### src/rtl/alu_issue_queue.sv
// Issue stage for the 4-bit ALU: a request FIFO feeds the ALU from its head, and the
// ALU result plus flags are captured into an output register with a valid/ready handshake.
module alu_issue_queue #(
  parameter int DEPTH = 4,
  parameter int CNT_W = 8
) (
  input  logic             clk,
  input  logic             rst,
  input  logic             in_valid,
  output logic             in_ready,
  input  logic [3:0]       in_a,
  input  logic [3:0]       in_b,
  input  logic [2:0]       in_s,
  input  logic             flush,
  output logic [3:0]       alu_a,
  output logic [3:0]       alu_b,
  output logic [2:0]       alu_s,
  input  logic [3:0]       alu_y,
  input  logic             alu_carry,
  input  logic             alu_zero,
  output logic             out_valid,
  input  logic             out_ready,
  output logic [3:0]       out_y,
  output logic             out_carry,
  output logic             out_zero,
  output logic [2:0]       out_s,
  output logic [CNT_W-1:0] op_count
);

  localparam int PTR_W = (DEPTH > 1) ? $clog2(DEPTH) : 1;
  localparam logic [PTR_W:0] FULL_OCC = (PTR_W+1)'(DEPTH);

  // Entry layout: {a[3:0], b[3:0], s[2:0]}
  logic [10:0]      mem_p0 [DEPTH];
  logic [PTR_W-1:0] wr_ptr_p0;
  logic [PTR_W-1:0] rd_ptr_p0;
  logic [PTR_W:0]   occ_p0;
  logic [10:0]      head_p0;
  logic             vld_p0;
  logic             full_p0;
  logic             push;
  logic             issue;
  logic             drain;

  assign vld_p0   = (occ_p0 != '0);
  assign full_p0  = (occ_p0 == FULL_OCC);
  assign in_ready = !full_p0;

  // Flush wins over everything, so neither a push nor an issue may take effect with it.
  assign push  = in_valid && !full_p0 && !flush;
  assign issue = vld_p0 && (!out_valid || out_ready) && !flush;
  assign drain = out_valid && out_ready && !vld_p0 && !flush;

  assign head_p0 = mem_p0[rd_ptr_p0];
  assign alu_a   = vld_p0 ? head_p0[10:7] : 4'd0;
  assign alu_b   = vld_p0 ? head_p0[6:3]  : 4'd0;
  assign alu_s   = vld_p0 ? head_p0[2:0]  : 3'd0;

  // ---- stage p0: request FIFO ----
  always_ff @(posedge clk) begin
    if (push) begin
      mem_p0[wr_ptr_p0] <= {in_a, in_b, in_s};
    end
  end

  always_ff @(posedge clk or posedge rst) begin
    if (rst) begin
      wr_ptr_p0 <= '0;
      rd_ptr_p0 <= '0;
      occ_p0    <= '0;
    end else if (flush) begin
      wr_ptr_p0 <= '0;
      rd_ptr_p0 <= '0;
      occ_p0    <= '0;
    end else begin
      if (push) begin
        wr_ptr_p0 <= wr_ptr_p0 + 1'b1;
      end
      if (issue) begin
        rd_ptr_p0 <= rd_ptr_p0 + 1'b1;
      end
      case ({push, issue})
        2'b10:   occ_p0 <= occ_p0 + 1'b1;
        2'b01:   occ_p0 <= occ_p0 - 1'b1;
        default: occ_p0 <= occ_p0;
      endcase
    end
  end

  // ---- stage p1: result register ----
  always_ff @(posedge clk or posedge rst) begin
    if (rst) begin
      out_valid <= 1'b0;
      out_y     <= 4'd0;
      out_carry <= 1'b0;
      out_zero  <= 1'b0;
      out_s     <= 3'd0;
      op_count  <= '0;
    end else if (flush) begin
      out_valid <= 1'b0;
    end else if (issue) begin
      out_valid <= 1'b1;
      out_y     <= alu_y;
      out_carry <= alu_carry;
      out_zero  <= alu_zero;
      out_s     <= head_p0[2:0];
      op_count  <= op_count + CNT_W'(1);
    end else if (drain) begin
      out_valid <= 1'b0;
    end
  end

endmodule
### config.mk
export PLATFORM = sky130hd
export DESIGN_NAME = alu_issue_queue
export DESIGN_NICKNAME = d
export VERILOG_FILES = /design/src/rtl/alu_issue_queue.sv
export SDC_FILE = /design/constraint.sdc
export NUM_CORES = 1
export LEC_CHECK = 0
export ABC_AREA = 0
export CORE_MARGIN = 10
export CORE_UTILIZATION = 35
export CTS_BUF_LIST = sky130_fd_sc_hd__clkbuf_4
export CTS_CLUSTER_SIZE = 14
export DETAILED_ROUTE_END_ITERATION = 10
export GPL_TIMING_DRIVEN = 0
export SLEW_MARGIN = 20
export SYNTH_ARGS = -nofsm -noshare
export SYNTH_HDL_FRONTEND = slang
export SYNTH_SLANG_ARGS = --single-unit
### constraint.sdc
create_clock -name clk -period 6 [get_ports clk]
set_clock_uncertainty 0.15 [all_clocks]
set_input_delay 0.6 -clock clk [delete_from_list [all_inputs] [get_ports clk]]
set_output_delay 0.6 -clock clk [all_outputs]
set_load 0.02 [all_outputs]
==> key figures, run 1 <==
Outcome
  • Status: finished clean

Logic synthesis
  • Predominant post-synthesis flop cell: edfxtp_1
  • Post-Synthesis Cells: between 150 and 200
  • Post-synthesis sequential area ratio: 67.2%
  • Post-Syn Area: 2900 sq um
  • Post-synth top area share: 45.6%
  • Count of cell types in the netlist: 34
  • Number of synthesized flops with an enable pin: 44
  • Net Count, Synth: between 200 and 250
  • Area contributors post-synth: edfxtp_1, dfrtp_1, mux4_2
  • Cell accounting for the most synthesized area: edfxtp_1
  • Mean Syn Cell Area: 16.7 sq um
  • Synth Register Bits: 69
  • Yosys warning total: 0
  • Async set-reset flop share out of synthesis: 36.2%

Timing
  • Slew HR: approximately two fifths
  • Final Setup Violations: 0
  • Slew at the pin closest to its max-slew limit: ~0.9 ns
  • Max-slew violations: 0
  • Tcrit/Tclk final: 55.2%
  • Setup TNS: 0 ns
  • Fin crit period: 3.31 ns
  • Final Hold Fails: 0
  • FMAX: 302 MHz
  • Post-route setup slack: 2.69 ns
  • RSZ-0062 raised after global routing: false

Die
  • Die height: 111 um
  • I/O Pins: 52
  • Total die area: roughly 12,000 sq um
  • Die width: between 100 and 150 um
  • Num rows: 33
  • Core area: 8130 sq um
  • Initial Utilization: around 36%

Final layout
  • Layout Cells excl Fill: 345
  • Commonest non-fill, non-tap cell in the layout: clkdlybuf4s50_1
  • Final instance area: 3690 sq um
  • Commonest non-fill, non-tap cells in the layout: clkdlybuf4s50_1, edfxtp_1, dfrtp_1
  • Fin nets: between 200 and 300
  • Share of post-route cells with drive strength above 1: 17.9%
  • Number of fill cells in the layout: 729
  • Area growth, synth to finish: 27.4%
  • N_diodes: 0

Placement
  • Placed cell areas: 3530 sq um
  • Gpl congestion: between 0.7 and 0.8
  • DP HPWL: 3830 um
  • Place WS: 2.73 ns
  • Port bufs: 50
  • Cell total after placement: roughly 330

Clock network
  • Post-CTS Resized: 0
  • Setup Buffers After CTS: 0
  • CTS tree: done
  • Clk_lat worst skew: 0.39 ns
  • Post-CTS Hold Fix Bufs: 0
  • CTS Buf Count: 9
  • Clk slew on worst S/H paths: 0.10 ns
  • # H-tree levels: 3
  • CTS Root Cell: clkbuf_4
  • Clock sink count: 69
  • Clk buf depth: 2

Setup path
  • Worst EP arrival: around 2.6 ns
  • Largest fanout on the critical path: 10
  • R2R depth: 8
  • Worst setup EP type: primary output
  • Reg-to-reg endpoint: occ_p0[2]
  • CP Class: flip-flop to primary output
  • Setup slack, reg-to-reg: slightly above 3 ns
  • R2r startpoint: occ_p0[0]
  • End of the critical path: alu_a[2]
  • Worst setup startpoint: occ_p0[0]
  • CP Data Required Time: 5.25 ns
  • Startpoint types: flip-flop

Run
  • Number of max-cap violations: 0

Global routing
  • Antenna violations before repair: 0
  • Vias in the first global route: 1,716
  • First-pass GRT wire length: 9180 um
  • Largest net degree at the start of global routing: 26
  • GRT Resource Usage Total: 9.43%
  • Grt total ovfl: 0

Drt
  • Total number of vias: 1,581
  • Routed Antenna Nets: 0
  • Residual DRC: 0
  • Drt total wl: between 5000 and 6000 um
  • 1st-pass router iterations: 4
  • Via/cell ratio: between 4 and 5
  • Initial DRC Count: between 50 and 60
  • Routed length per instance: 15.9 um

Power and ir drop
  • P per Cell Area: 470 nW/um^2
  • Leak pwr: 1.32 nW
  • Worst IR Drop VDD: between 0.1 and 0.15 mV

Hold path
  • Min-delay worst type: flip-flop to flip-flop
[per-layer routing]
layer	wire (um)	track usage (%)	up-vias
met5	0	0	-
met4	88	4.88	0
met3	235	2.81	6
met2	2790	15.7	28
met1	2370	10.7	784
li1	-	-	763
[cell type report]
cell class              instances  area [sq um]  area share [%]
flip-flops and latches         69          1950            52.7
well taps                     105           131            3.56
multi-input cells              96           906            24.5
plain buffers                   6          35.0           0.948
inverters                       3          11.3           0.305
clock inverters                 4          73.8            2.00
clock buffers                  12          90.1            2.44
repair buffers                 50           500            13.5
[stage by stage]
| stage | hold WS [ns] | power (mW) | util [%] |
|---|---|---|---|
| 2_1_floorplan | 0.393 | 1.12 | - |
| 3_3_place_gp | 0.312 | 1.42 | 43.4 |
| 3_5_place_dp | 0.325 | 1.43 | 43.4 |
| 4_1_cts | 0.341 | 1.78 | 45.4 |
| 5_1_grt | 0.356 | 1.86 | 45.4 |
| 6_report | 0.332 | 1.74 | 45.4 |
[worst min-delay path by stage]
stage                       from           end  slack, ns  cells after the start
CTS                  op_count[7]   op_count[7]       0.34                      1
global route         op_count[7]   op_count[7]       0.36                      1
finish               op_count[7]   op_count[7]       0.33                      1
detailed placement   op_count[7]   op_count[7]       0.32                      1
floorplan           wr_ptr_p0[1]  wr_ptr_p0[1]       0.39                      2
global placement     op_count[7]   op_count[7]       0.31                      1
[power breakdown]
part	switching (mW)	leakage (nW)	internal, mW
sequential	0.0691	0.714	0.596
clock	0.154	0.0915	0.184
combinational	0.362	0.517	0.373
[cell usage after synthesis, drive strengths merged, types with 2 or more instances]
library cell / number
a21oi: 2
and2: 7
and3: 2
buf: 3
clkbuf: 3
dfrtp: 25
edfxtp: 44
ha: 5
inv: 3
mux2: 10
mux4: 12
nand2: 4
nand2b: 4
nand3: 3
nand4: 3
nor2: 8
nor2b: 12
nor3: 2
o21ai: 2
xnor2: 11
xor2: 2
[flip-flops by register name (all words and copies together) (netlist names)]
signal and flops:
mem_p0 44, out_valid 1, out_s 3, rd_ptr_p0 2
out_zero 1, wr_ptr_p0 2, occ_p0 3, out_carry 1
op_count 8, out_y 4
[cell families after synthesis]
group,synth area share [%]
AOI/OAI and AO/OA,0.949
adders and majority gates,2.85
xor gates and xnor gates,3.93
and+or+nand+nor,10.3
DFF,67.2
buffers and inverters,1.60
muxes,13.2
[worst max-delay path, stage by stage, from the launching register on]
cell	delay, ns
dfrtp_1	0.46
nor3_2	0.49
clkbuf_1	0.52
nor2b_1	0.12
clkdlybuf4s50_1	0.57
Power figures use the tool's default switching activity.
==> inputs of run 2 (changes only) <==
Clock period 6 ns to 3 ns, I/O delays scaled along.
==> run 2 against run 1 <==
Via count increased by 0.13%. Clock power increased by 100%. Register-to-register slack got worse by 2.9 ns. Cell area increased by 0.20%. Largest power group unchanged. Critical path depth unchanged. Sequential power increased by 100%. First-iteration DRC count decreased by 14%. Worst hold slack got worse by 0.19 ns. Flip-flop and latch count unchanged.
==> key figures, run 2 (same netlist as run 1, synthesis figures left out) <==
Timing
  • FMAX: 352 MHz
  • RSZ-0062 raised after global routing: false
  • Post-route setup slack: 0.158 ns
  • Final Setup Violations: 0
  • Fin Hold WS: 0.145 ns
  • Final Hold Fails: 0
  • Slew HR: 39.4%
  • Tcrit/Tclk final: 94.7%
  • Max-slew violations: 0
  • Fin crit period: 2.84 ns
  • Slew at the pin closest to its max-slew limit: around 0.90 ns
  • Setup TNS: 0 ns

Die
  • Num rows: 33
  • Initial Utilization: ~36%
  • I/O Pins: between 50 and 60
  • Total die area: 12,300 sq um
  • Core area: 8130 sq um
  • Die height: 111 um
  • Die width: 111 um

Final layout
  • Commonest non-fill, non-tap cell in the layout: clkdlybuf4s50_1
  • N_diodes: 0
  • Area growth, synth to finish: 27.7%
  • Biggest register: mem_p0
  • Layout Cells excl Fill: 345
  • Largest register FFs: 44
  • Final instance area: 3700 sq um
  • FF/Latch Area: about 1900 sq um
  • Number of fill cells in the layout: 728
  • Commonest non-fill, non-tap cells in the layout: clkdlybuf4s50_1, edfxtp_1, dfrtp_1
  • Share of post-route cells with drive strength above 1: between 10% and 20%
  • Largest regs: mem_p0 (44), op_count (8), out_y (4)
  • Fin nets: 263
  • Area of the multi-input gates: 912 sq um

Placement
  • Cell total after placement: 329
  • Place WS: 0.0326 ns
  • DP HPWL: around 3800 um
  • Placed cell areas: 3530 sq um
  • Gpl congestion: ~0.7
  • Port bufs: 50

Drt
  • 1st-pass router iterations: 4
  • Total number of vias: ~1,600
  • Residual DRC: 0
  • Routed length per instance: 16.0 um
  • Initial DRC Count: 49
  • Drt total wl: about 5500 um
  • Via/cell ratio: 4.59
  • Routed Antenna Nets: 0

Setup path
  • Reg-to-reg endpoint: occ_p0[2]
  • Worst EP arrival: 2.39 ns
  • R2R depth: 8
  • Largest stage delay, worst path: 0.56 ns
  • Worst setup startpoint: rd_ptr_p0[0]
  • End of the critical path: alu_b[3]
  • CP Data Required Time: around 2.6 ns
  • Startpoint types: flip-flop
  • CP Class: flip-flop to primary output
  • Crit-path slowest cell: clkdlybuf4s50_1
  • Worst path cell trace: buf_4 > mux4_2 > nor2b_1 > clkdlybuf4s50_1
  • Setup slack, reg-to-reg: between 0.2 and 0.25 ns
  • R2r startpoint: occ_p0[0]
  • Worst setup EP type: primary output
  • Largest fanout on the critical path: 10

Clock network
  • Clk buf depth: 2
  • CTS tree: done
  • Post-CTS Hold Fix Bufs: 0
  • Setup Buffers After CTS: 0
  • Post-CTS Resized: 1
  • Clk_lat worst skew: 0.38 ns
  • Clock sink count: ~70
  • CTS Buf Count: 9
  • CTS Root Cell: clkbuf_4
  • Clk slew on worst S/H paths: 0.10 ns
  • # H-tree levels: 3

Global routing
  • Antenna violations before repair: 0
  • Vias in the first global route: 1,716
  • GRT Resource Usage Total: a little under a tenth
  • Largest net degree at the start of global routing: 26
  • Grt total ovfl: 0
  • First-pass GRT wire length: 9180 um

Power and ir drop
  • P per Cell Area: around 940 nW/um^2
  • Leak pwr: ~1.3 nW
  • Worst IR Drop VDD: 0.272 mV

Run
  • Number of max-cap violations: 0

Hold path
  • Min-delay worst type: input pin to async pin

Outcome
  • Status: finished clean
-- run 2: how the worst min path moves through the flow --
| stage | from | to | slack (ns) | cells past startpoint |
|---|---|---|---|---|
| 6_report | rst | out_y[0] | 0.15 | 2 |
| 5_1_grt | rst | out_y[0] | 0.19 | 2 |
| 4_1_cts | in_valid | wr_ptr_p0[1] | 0.13 | 3 |
| 3_5_place_dp | op_count[7] | op_count[7] | 0.32 | 1 |
| 3_3_place_gp | op_count[7] | op_count[7] | 0.31 | 1 |
| 2_1_floorplan | rst | occ_p0[0] | 0.18 | 1 |
-- run 2: area by class of cell --
cell class	count	area share, %
sequential	69	52.6
multi-input combinational	96	24.6
timing repair buffer	50	13.5
tap	105	3.55
clock buffer	12	2.43
clock inverter	4	1.99
buffer	6	0.980
inverter	3	0.304
-- run 2: power by group --
group | internal (mW) | total [mW] | switching (mW)
logic | 0.755 | 1.48 | 0.728
clock network | 0.367 | 0.675 | 0.308
registers | 1.19 | 1.34 | 0.145
-- run 2: per-layer routing --
metal,routed length (um),global-route usage [%],vias to the layer above
met5,0,0,-
met4,47,4.88,0
met3,269,2.81,2
met2,2800,15.7,32
met1,2410,10.7,786
li1,-,-,763
-- run 2: metrics by stage --
stage | total power [mW] | util (%)
floorplan | 2.24 | -
global placement | 2.84 | 43.4
detailed placement | 2.86 | 43.4
CTS | 3.55 | 45.4
global route | 3.73 | 45.5
finish | 3.49 | 45.5
-- run 2: critical path, delay by kind of cell, from the launching register on --
| family | cells | cell delay [ns] |
|---|---|---|
| buffers and inverters | 2 | 0.85 |
| muxes | 1 | 0.52 |
| and+or+nand+nor | 1 | 0.16 |
| DFF | 1 | 0.48 |
==> inputs of run 3 (changes only) <==
Settings changed: CAP_MARGIN set to 20.
==> run 3 against run 2 <==
Non-clock buffer count is 1 higher. Sequential share of layout area is 0.21 points lower. Critical path depth stayed put. First-iteration DRC count is 6.1% lower. Global-route usage stayed put. Combinational power hardly changed. Worst hold slack worse by 0.11 ns. Core utilization is 0.18 points higher. Final cell count is 0.29% higher. Wire length hardly changed.
==> key figures, run 3 (same netlist as run 1, synthesis figures left out) <==
Final layout
  • Biggest register: mem_p0
  • Area growth, synth to finish: 28.2%
  • Layout Cells excl Fill: roughly 350
  • N_diodes: 0
  • Commonest non-fill, non-tap cells in the layout: clkdlybuf4s50_1, edfxtp_1, dfrtp_1
  • Commonest non-fill, non-tap cell in the layout: clkdlybuf4s50_1
  • Final instance area: 3720 sq um
  • Largest regs: mem_p0 (44), op_count (8), out_y (4)
  • Fin nets: 264
  • Share of post-route cells with drive strength above 1: 18.7%
  • Final design utilization: 45.7%
  • Largest register FFs: 44

Drt
  • Total number of vias: ~1,600
  • 1st-pass router iterations: 4
  • Routed length per instance: 16.0 um
  • Drt total wl: 5520 um
  • Initial DRC Count: between 40 and 50
  • Via/cell ratio: 4.58
  • Routed Antenna Nets: 0
  • Residual DRC: 0

Placement
  • Gpl congestion: 0.705
  • Cell total after placement: 329
  • DP HPWL: between 3000 and 4000 um
  • Place WS: between 0.03 and 0.04 ns
  • Port bufs: 50
  • Placed cell areas: 3530 sq um

Clock network
  • Post-CTS Resized: 1
  • Clk slew on worst S/H paths: 0.10 ns
  • Clk buf depth: 2
  • CTS Root Cell: clkbuf_4
  • Clk_lat worst skew: roughly 0.38 ns
  • CTS tree: done
  • CTS Buf Count: 9
  • Setup Buffers After CTS: 0
  • Clock sink count: 69
  • Post-CTS Hold Fix Bufs: 0
  • # H-tree levels: 3

Global routing
  • Vias in the first global route: 1,716
  • Largest net degree at the start of global routing: 26
  • Grt total ovfl: 0
  • GRT Resource Usage Total: a little under a tenth
  • First-pass GRT wire length: around 9000 um
  • Antenna violations before repair: 0

Power and ir drop
  • P per Cell Area: 940 nW/um^2
  • Worst IR Drop VDD: 0.271 mV
  • Leak pwr: roughly 1.3 nW

Setup path
  • Worst setup startpoint: rd_ptr_p0[0]
  • Worst EP arrival: 2.39 ns
  • CP Data Required Time: 2.55 ns
  • Startpoint types: flip-flop
  • Largest fanout on the critical path: 10
  • CP Class: flip-flop to primary output
  • Worst setup EP type: primary output
  • R2r startpoint: occ_p0[0]

Timing
  • Slew at the pin closest to its max-slew limit: 0.611 ns
  • Setup TNS: 0 ns
  • Slew HR: 59.3%
  • Max-slew violations: 0
  • Final Setup Violations: 0
  • FMAX: 352 MHz
  • RSZ-0062 raised after global routing: false
  • Tcrit/Tclk final: 94.6%
  • Fin crit period: ~2.8 ns
  • Final Hold Fails: 0
  • Post-route setup slack: roughly 0.16 ns

Die
  • I/O Pins: 52
  • Die width: 111 um
  • Initial Utilization: 35.6%
  • Die height: 111 um
  • Num rows: 33
  • Total die area: ~12,000 sq um
  • Core area: 8130 sq um

Run
  • Number of max-cap violations: 0

Outcome
  • Status: finished clean

Hold path
  • Min-delay worst type: input pin to async pin
run 3: critical path: stages (launching register included):
cell             delay (ns)
dfrtp_1                0.48
buf_4                  0.29
mux4_2                 0.52
nor2b_1                0.16
clkdlybuf4s50_1        0.56
run 3: path summary, 6_finish.rpt:
kind	to	slack, ns	cells past startpoint
setup / recovery	alu_b[3]	0.16	4
hold / removal	out_y[0]	0.04	2
setup reg to reg	occ_p0[2]	0.22	8
hold reg to reg	op_count[7]	0.33	1
max in group asynchronous	wr_ptr_p0[0]	2.25	3
min in group clk	wr_ptr_p0[1]	0.16	3
run 3: cell type report:
cell class | instances | area (sq um)
buffer | 6 | 36.3
clock buffer | 12 | 90.1
clock inverter | 4 | 73.8
fill | 729 | 4420
inverter | 3 | 11.3
multi-input combinational | 96 | 912
sequential | 69 | 1950
tap | 105 | 131
timing repair buffer | 51 | 515
run 3: per-stage QoR:
| step | hold WS [ns] | power (mW) |
|---|---|---|
| floorplan | 0.177 | 2.24 |
| global placement | 0.312 | 2.84 |
| detailed placement | 0.325 | 2.86 |
| CTS | 0.134 | 3.55 |
| global route | 0.0344 | 3.73 |
| finish | 0.0381 | 3.50 |
run 3: routing by layer:
layer | part of all wire (%) | vias to the layer above | global-route usage [%]
met4 | 0.85 | 0 | 4.88
met2 | 51 | 29 | 15.7
met5 | 0 | - | 0
met1 | 44 | 788 | 10.7
li1 | - | 764 | -
met3 | 4.7 | 2 | 2.81
run 3: power breakdown:
part / total [mW] / switching [mW] / internal (mW) / leakage (nW)
combinational: 1.48 / 0.728 / 0.756 / 0.529
clock: 0.675 / 0.307 / 0.367 / 0.0915
sequential: 1.34 / 0.144 / 1.19 / 0.714
total: 3.50 / 1.18 / 2.32 / 1.33
